## src/rtl/fetch_unit.sv

```systemverilog
// Instruction fetch: issues PC word fetches to imem, buffers in-order responses, feeds decode.
// Latency: a response registered at edge N appears on the decode outputs in cycle N+1 (two cycles after request accept with 1-cycle memory).
// Backpressure: decode stall holds the head entry; a full buffer drops req valid and stalls the PC; redirect flushes and drops stale responses.
module fetch_unit #(
  parameter int          DEPTH    = 2,
  parameter logic [31:0] RESET_PC = 32'h0000_0000
) (
  input  logic        clk,
  input  logic        reset,
  input  logic [31:0] pc_i,
  input  logic        redirect_i,
  output logic        stall_o,
  output logic        imem_req_valid_o,
  input  logic        imem_req_ready_i,
  output logic [31:0] imem_req_addr_o,
  input  logic        imem_rsp_valid_i,
  input  logic [31:0] imem_rsp_data_i,
  output logic        id_valid_o,
  input  logic        id_ready_i,
  output logic [31:0] id_instr_o,
  output logic [31:0] id_pc_o,
  output logic [31:0] id_pc_plus4_o
);

  localparam int AW = (DEPTH > 1) ? $clog2(DEPTH) : 1;
  // Outstanding/drop counters carry a full buffer of live fetches plus the
  // stale fetches left behind by earlier redirects, so they get headroom.
  localparam int CW = AW + 2;

  logic [31:0]      slot_pc    [DEPTH];
  logic [31:0]      slot_instr [DEPTH];
  logic [DEPTH-1:0] slot_filled;

  logic [AW-1:0] alloc_ptr;
  logic [AW-1:0] fill_ptr;
  logic [AW-1:0] head_ptr;
  logic [AW:0]   occ;
  logic [CW-1:0] out_cnt;
  logic [CW-1:0] drop_cnt;

  logic full;
  logic req_fire;
  logic deq;
  logic rsp_ok;
  logic rsp_drop;
  logic rsp_fill;

  // Handshake and flow-control decode for this cycle
  always_comb begin
    full             = (occ == (AW+1)'(DEPTH));
    imem_req_valid_o = !reset && !redirect_i && !full;
    req_fire         = imem_req_valid_o && imem_req_ready_i;
    // PC holds unless a fetch was taken; a redirect must let the target load.
    stall_o          = !reset && !req_fire && !redirect_i;
    id_valid_o       = !reset && !redirect_i && (occ != '0) && slot_filled[head_ptr];
    deq              = id_valid_o && id_ready_i;
    // A response with nothing outstanding is illegal and is ignored.
    rsp_ok           = imem_rsp_valid_i && (out_cnt != '0);
    rsp_drop         = rsp_ok && (drop_cnt != '0);
    rsp_fill         = rsp_ok && (drop_cnt == '0) && !redirect_i;
  end

  assign imem_req_addr_o = pc_i;
  assign id_instr_o      = slot_instr[head_ptr];
  // While in reset the data outputs are don't-care; show the PC the register reloads to.
  assign id_pc_o         = reset ? RESET_PC : slot_pc[head_ptr];
  assign id_pc_plus4_o   = id_pc_o + 32'd4;

  // Buffer pointers, occupancy and outstanding/drop accounting
  always_ff @(posedge clk) begin
    if (reset) begin
      alloc_ptr <= '0;
      fill_ptr  <= '0;
      head_ptr  <= '0;
      occ       <= '0;
      out_cnt   <= '0;
      drop_cnt  <= '0;
    end else if (redirect_i) begin
      alloc_ptr <= '0;
      fill_ptr  <= '0;
      head_ptr  <= '0;
      occ       <= '0;
      // Every fetch still in flight after this cycle's response is stale.
      out_cnt   <= out_cnt - CW'(rsp_ok);
      drop_cnt  <= out_cnt - CW'(rsp_ok);
    end else begin
      if (req_fire) alloc_ptr <= alloc_ptr + 1'b1;
      if (rsp_fill) fill_ptr  <= fill_ptr + 1'b1;
      if (deq)      head_ptr  <= head_ptr + 1'b1;
      occ     <= occ + (AW+1)'(req_fire) - (AW+1)'(deq);
      out_cnt <= out_cnt + CW'(req_fire) - CW'(rsp_ok);
      if (rsp_drop) drop_cnt <= drop_cnt - 1'b1;
    end
  end

  // Per-slot filled flags: cleared on allocate, set when the response lands
  always_ff @(posedge clk) begin
    if (reset || redirect_i) begin
      slot_filled <= '0;
    end else begin
      // alloc_ptr always names a free slot and fill_ptr an allocated one, so they never collide.
      if (req_fire) slot_filled[alloc_ptr] <= 1'b0;
      if (rsp_fill) slot_filled[fill_ptr]  <= 1'b1;
    end
  end

  // Slot payload storage, qualified by the filled flags and occupancy
  always_ff @(posedge clk) begin
    if (req_fire) slot_pc[alloc_ptr]   <= pc_i;
    if (rsp_fill) slot_instr[fill_ptr] <= imem_rsp_data_i;
  end

endmodule

```

## config.mk

```make
export PLATFORM = sky130hd
export DESIGN_NAME = fetch_unit
export DESIGN_NICKNAME = d
export VERILOG_FILES = /design/src/rtl/fetch_unit.sv
export SDC_FILE = /design/constraint.sdc
export NUM_CORES = 1
export LEC_CHECK = 0
export CAP_MARGIN = 25
export CORE_MARGIN = 2
export CORE_UTILIZATION = 45
export DETAILED_ROUTE_END_ITERATION = 6
export MAX_ROUTING_LAYER = met4
export PLACE_DENSITY = 0.77
export SYNTH_ARGS = -nofsm -noshare
export SYNTH_HDL_FRONTEND = slang
export SYNTH_SLANG_ARGS = --single-unit
export TNS_END_PERCENT = 50
```

## constraint.sdc

```tcl
create_clock -name clk -period 3.5 [get_ports clk]
set_input_delay 0.35 -clock clk [delete_from_list [all_inputs] [get_ports clk]]
set_output_delay 0.35 -clock clk [all_outputs]
set_load 0.02 [all_outputs]
```

==> flow_summary.yaml, run 1 <==
floorplan:
  std_cell_rows: 44
  coreArea_um2: 14500
  dieArea_um2: 15800
  ios: 201
  start_util_pct: 45.9
  die_w_um: 126
  die_h_um: 126
yosys:
  syn_avg_cell_area_um2: 13.8
  synth_compound_area_share_pct: 3.63
  syn_inst: 482
  synth_top_flop_cell: "edfxtp_1"
  synth_fp_nets: 562
  syn_area_um2: 6640
  synth_top_cell_area_share_pct: 57.9
  ys_seq_elements: 142
  synth_top_cell_by_area: "edfxtp_1"
  synthTopCellsByArea: "edfxtp_1, mux2_2, mux2i_1"
  synth_xor_area_share_pct: 4.88
  synth_adder_area_share_pct: 2.00
  ys_warn_count: 0
  synth_mux_area_share_pct: 10.1
  synth_top_family_by_area: "simple AND/OR/NAND/NOR gates"
  async_flop_share_pct: 0
  yosysUniqueCellTypes: 47
  synth_edf_count: 128
  ys_seq_area_share_pct: 62.1
  synth-simple-area-share_pct: 10.9
power_and_ir_drop:
  pwr-share-comb_pct: 16.3
  p_seq_share_pct: 44.1
  p_leak_nw: 3.28
  p_int_w: 0.00341
  ir_drop_v: 0.000334
  p_total_w: 0.00448
  power.switching_w: 0.00107
  p_per_area_nw_per_um2: 479
  swShare_pct: 23.8
  p_clk_share_pct: 39.6
routing:
  totalWireLength_mm: 15.6
  avgViaCountPerCell: 5.16
  routed-wl-met3_um: 772
  vias: 4447
  m1WireLength_mm: 6.32
  ant_nets: 0
  drt-initial-drc-count: 288
  dr.pass1.iters: 4
  wire_per_inst_um: 18.1
  met2WireLength_mm: 8.17
  routed.top_layer: "met4"
  route.detailed.drc: 0
placed_design:
  io_buffers: 200
  place_congestion: 0.846
  placed_cells: 825
  postPlaceCellArea_um2: 8640
  post-dp-hpwl_mm: 10.9
setup_path:
  cpMaxStageDelayCell: "dfxtp_4"
  critPathKind: "reg -> out"
  crit_path_max_incr_delay_ns: 0.37
  start_kind: "flop"
  end_kind: "output pin"
  path_buf_inv: 3
  crit_chain: "mux2i_1 -> or2_2 -> inv_1 -> ha_1 -> nor4b_4 -> nand4_4 -> buf_4 -> nor3b_1 -> xor2_1 -> dlygate4sd2_1"
  required_ns: 3.15
  critPathTopFamily: "simple AND/OR/NAND/NOR gates"
  cp_max_fo: 6
  cp.arrival_ns: 3.02
job:
  cap_violations: 0
finish:
  fin_nets: 745
  drive_above_1_share_pct: 15.2
  area_growth_pct: 40.8
  antenna_cells: 0
  final_util_pct: 64.6
  fin_area_um2: 9350
  finalNonFillerCells: 862
sta:
  setup_tns_ns: 0
  setup_viol: 0
  skew_ns: 0.00730
  slew_violations: 0
  max_freq_ghz: 0.297
  slew_headroom_pct: 67.3
  tightest_slew_ns: 0.487
  period_share_pct: 96.3
  hold_violations: 0
  fin_crit_ns: 3.37
global_route:
  gr-total-overflow: 0
  grt_pass1_vias: 4476
  track_usage_pct: 20.3
  antenna_found_initial: 0
  grt_max_degree: 52
  grt_pass1_wl_mm: 24.2
cts:
  clkTransAtPathRegs_ns: 0.05
  cts.sinks: 142
  cts_tree: "built"
  clock_path_buffers: 2
  htreeDepth: 4
  numCtsBuffers: 17
  root_buffer: "clkbuf_16"
  clk_latency_ns: 0.41
  holdBufCountCts: 0
run_status:
  status: "complete, no violations"
worst_hold_path:
  hp-class: "in -> reg"
==> timing repair <==
item,4_1_cts,5_1_grt
cloned,1,0
gates resized for setup,17,11
hold endpoints to repair,0,0
setup endpoints to repair,13,5
pin swaps,1,1
setup buffers,0,4
==> power by group through the flow <==
stage	logic, W	clock network, W	registers [W]
final	0.000728	0.00177	0.00198
after global routing	0.000790	0.00187	0.00198
after CTS	0.000735	0.00180	0.00198
after detailed placement	0.000728	0	0.00201
after global placement	0.000710	0	0.00201
after floorplan	0.000415	0	0.00200
==> cells by family after synthesis <==
group | count (synthesis)
flip-flops | 142
AND/OR/NAND/NOR | 127
buffers and inverters | 69
multiplexers | 63
XOR/XNOR | 37
AO/OA/AOI/OAI | 34
adder cells (fa/ha/maj) | 10
==> routing by layer <==
layer  GRT usage [%]  vias to the layer above
met4            7.71                        0
met5               -                        -
met3            4.45                       20
met2            33.8                      155
li1                -                     2107
met1            24.2                     2165
==> layout make-up <==
class | instances | area (um^2)
multi-input cells | 271 | 2170
inverters | 18 | 67.6
well taps | 184 | 230
clock buffers | 21 | 440
clock inverters | 11 | 144
flip-flops and latches | 142 | 4130
repair buffers | 215 | 2170
fillers | 1074 | 5130
==> synth_stat cells, drive strengths merged, types with 10 or more instances <==
library cell,number
nor3,10
mux2i,31
nand3,18
xor2,21
edfxtp,128
inv,18
nor2,43
xnor2,16
mux2,32
a21oi,12
dfxtp,14
buf,47
nand2,18
==> flip-flops by register name, indices dropped and copies added (netlist names), named ones only <==
| register | cells |
|---|---|
| drop_cnt | 3 |
| head_ptr | 1 |
| slot_filled | 2 |
| alloc_ptr | 1 |
| slot_pc | 64 |
| slot_instr | 64 |
| fill_ptr | 1 |
| out_cnt | 3 |
| occ | 2 |
==> worst reg2reg max path, cell delays in order (launching register included) <==
cell and delay [ns]:
dfxtp_1 0.33, o31ai_1 0.30, inv_1 0.15, ha_1 0.31, inv_1 0.04, ha_1 0.18
fa_1 0.37, xor2_1 0.14, o21ai_0 0.21, xnor2_1 0.16, nor2_1 0.06
==> path summary, 6_finish.rpt <==
kind                   start           endpoint  slack [ns]  depth (start not counted)
setup / recovery        flop  id_pc_plus4_o[18]        0.13                         10
setup reg to reg  out_cnt[1]         out_cnt[2]        1.12                         10
hold reg to reg     fill_ptr           fill_ptr        0.48                          2
hold / removal         reset         out_cnt[0]        0.43                          3
==> stage by stage <==
step	setup slack, ns	hold slack, ns
2_1_floorplan	0.0321	0.449
3_3_place_gp	0.357	0.470
3_5_place_dp	0.203	0.474
4_1_cts	-0.0931	0.396
5_1_grt	-0.00175	0.427
6_report	0.128	0.427
==> cell usage in the layout (no fill, tap or decap), types with 17 or more instances in the layout <==
master             n
mux2i_1           31
nor2_1            39
mux2_2            32
nand2_1           17
xor2_1            20
clkdlybuf4s50_1  183
clkbuf_16         17
inv_1             18
edfxtp_1         128
No activity file was read; power rests on OpenSTA's default activity.
==> run 2: changes to the inputs <==
--- a/config.mk
+++ b/config.mk
@@ -10,7 +10,7 @@
 export CORE_UTILIZATION = 45
 export DETAILED_ROUTE_END_ITERATION = 6
 export MAX_ROUTING_LAYER = met4
-export PLACE_DENSITY = 0.77
+export PLACE_DENSITY = 0.84
 export SYNTH_ARGS = -nofsm -noshare
 export SYNTH_HDL_FRONTEND = slang
 export SYNTH_SLANG_ARGS = --single-unit
==> run 2 against run 1 <==
Against the previous run:
- cell area decreased by 1.1%
- sequential share of layout area increased by 0.47 points
- die area stayed put
- first-iteration DRC count rose by 19%
- clock power shrank 6%
- clock-buffer cell count unchanged
==> flow_summary.yaml, run 2 (synthesis gave the netlist of run 1 again) <==
sta:
  slew_headroom_pct: 62.9
  tightest_slew_ns: 0.553
  slew_violations: 0
  rsz0062_at_grt: "no"
  hold_violations: 0
  whs_ns: 0.409
  setup_viol: 0
  max_freq_ghz: 0.298
  fin_crit_ns: 3.36
  setup_tns_ns: 0
  skew_ns: 0.00821
  period_share_pct: 95.9
global_route:
  grt_pass1_vias: 4491
  antenna_found_initial: 0
  track_usage_pct: 19.9
  gr-total-overflow: 0
  grt_max_degree: 41
  grt_pass1_wl_mm: 23.5
finish:
  reg_top3: "slot_instr: 64 flops, slot_pc: 64 flops"
  final_cell_mix: "clkdlybuf4s50_1, edfxtp_1, nor2_1"
  final_util_pct: 63.9
  area_growth_pct: 39.3
  mostFrequentLayoutCell: "clkdlybuf4s50_1"
  finalNonFillerCells: 862
  fin_nets: 745
  fin_area_um2: 9250
  antenna_cells: 0
  drive_above_1_share_pct: 15.5
setup_path:
  start_kind: "flop"
  end_kind: "output pin"
  reg2reg_slack_ns: 1.09
  critPathKind: "reg -> out"
  path_buf_inv: 3
  crit_path_max_incr_delay_ns: 0.37
  cp.arrival_ns: 3.01
  cp_max_fo: 9
  crit_chain: "mux2i_1 -> or2_2 -> inv_1 -> ha_1 -> nor4b_2 -> buf_4 -> nand4_4 -> and4bb_2 -> xor2_1 -> dlygate4sd2_1"
  required_ns: 3.15
  cpMaxStageDelayCell: "dfxtp_4"
  critPathTopFamily: "simple AND/OR/NAND/NOR gates"
power_and_ir_drop:
  power.switching_w: 0.00108
  pwr-share-comb_pct: 16.8
  p_seq_share_pct: 45.3
  p_per_area_nw_per_um2: 472
  ir_drop_v: 0.000297
  p_clk_share_pct: 37.9
  p_leak_nw: 3.23
  swShare_pct: 24.7
  p_int_w: 0.00329
routing:
  dr.pass1.iters: 5
  ant_nets: 0
  route.detailed.drc: 0
  totalWireLength_mm: 15.4
  avgViaCountPerCell: 5.12
  vias: 4417
  wire_per_inst_um: 17.9
  drt-initial-drc-count: 344
floorplan:
  dieArea_um2: 15800
  start_util_pct: 45.9
  coreArea_um2: 14500
  std_cell_rows: 44
  die_h_um: 126
  ios: 201
  die_w_um: 126
cts:
  clock_path_buffers: 2
  clkTransAtPathRegs_ns: 0.06
  numCtsBuffers: 17
  htreeDepth: 4
  root_buffer: "clkbuf_16"
  cts.sinks: 142
  cts_tree: "built"
  clk_latency_ns: 0.41
job:
  cap_violations: 0
placed_design:
  post-dp-hpwl_mm: 11.4
  io_buffers: 200
  place_congestion: 0.839
  postPlaceCellArea_um2: 8640
  placed_cells: 829
run_status:
  status: "complete, no violations"
worst_hold_path:
  hp-class: "in -> reg"
run 2: area by class of cell:
class / instances / area, um^2
tap: 184 / 230
clock inverter: 11 / 76.3
multi-input combinational: 271 / 2160
sequential: 142 / 4130
clock buffer: 21 / 482
fill: 1066 / 5230
inverter: 18 / 67.6
timing repair buffer: 215 / 2110
run 2: routing by layer:
layer | vias up | GRT usage, % | share of wire, %
li1 | 2107 | - | -
met1 | 2139 | 22.2 | 39
met2 | 136 | 35.5 | 55
met3 | 35 | 3.47 | 3.8
met4 | 0 | 7.39 | 2.4
met5 | - | - | 0
run 2: path summary, 6_finish.rpt:
| check | startpoint | endpoint | cells past startpoint |
|---|---|---|---|
| max | flop | id_pc_plus4_o[20] | 10 |
| min | reset | drop_cnt[1] | 3 |
| min reg2reg | slot_filled[1] | slot_filled[1] | 2 |
| max reg2reg | out_cnt[1] | out_cnt[2] | 10 |
run 2: power by group through the flow:
stage,Sequential [W],Clock [W],Combinational [W]
after CTS,0.00198,0.00169,0.000741
after global placement,0.00201,0,0.000707
final,0.00198,0.00166,0.000735
after floorplan,0.00200,0,0.000415
after global routing,0.00198,0.00177,0.000791
after detailed placement,0.00201,0,0.000738
run 2: timing repair:
item / CTS / global route
hold buffers: 0 / 0
pin swaps: 1 / 0
gates resized for setup: 9 / 9
endpoints found under the setup margin: 16 / 8
buffers inserted: 1 / 0
run 2: per-stage QoR:
stage               total power, W  setup slack (ns)
finish                     0.00437             0.142
global route               0.00454           0.00696
CTS                        0.00441            0.0708
detailed placement         0.00275             0.270
global placement           0.00271             0.389
floorplan                  0.00242            0.0321
run 2: tightest hold or removal path: stages:
cell and delay, ns:
buf_2 0.13, buf_4 0.22, a21oi_1 0.06
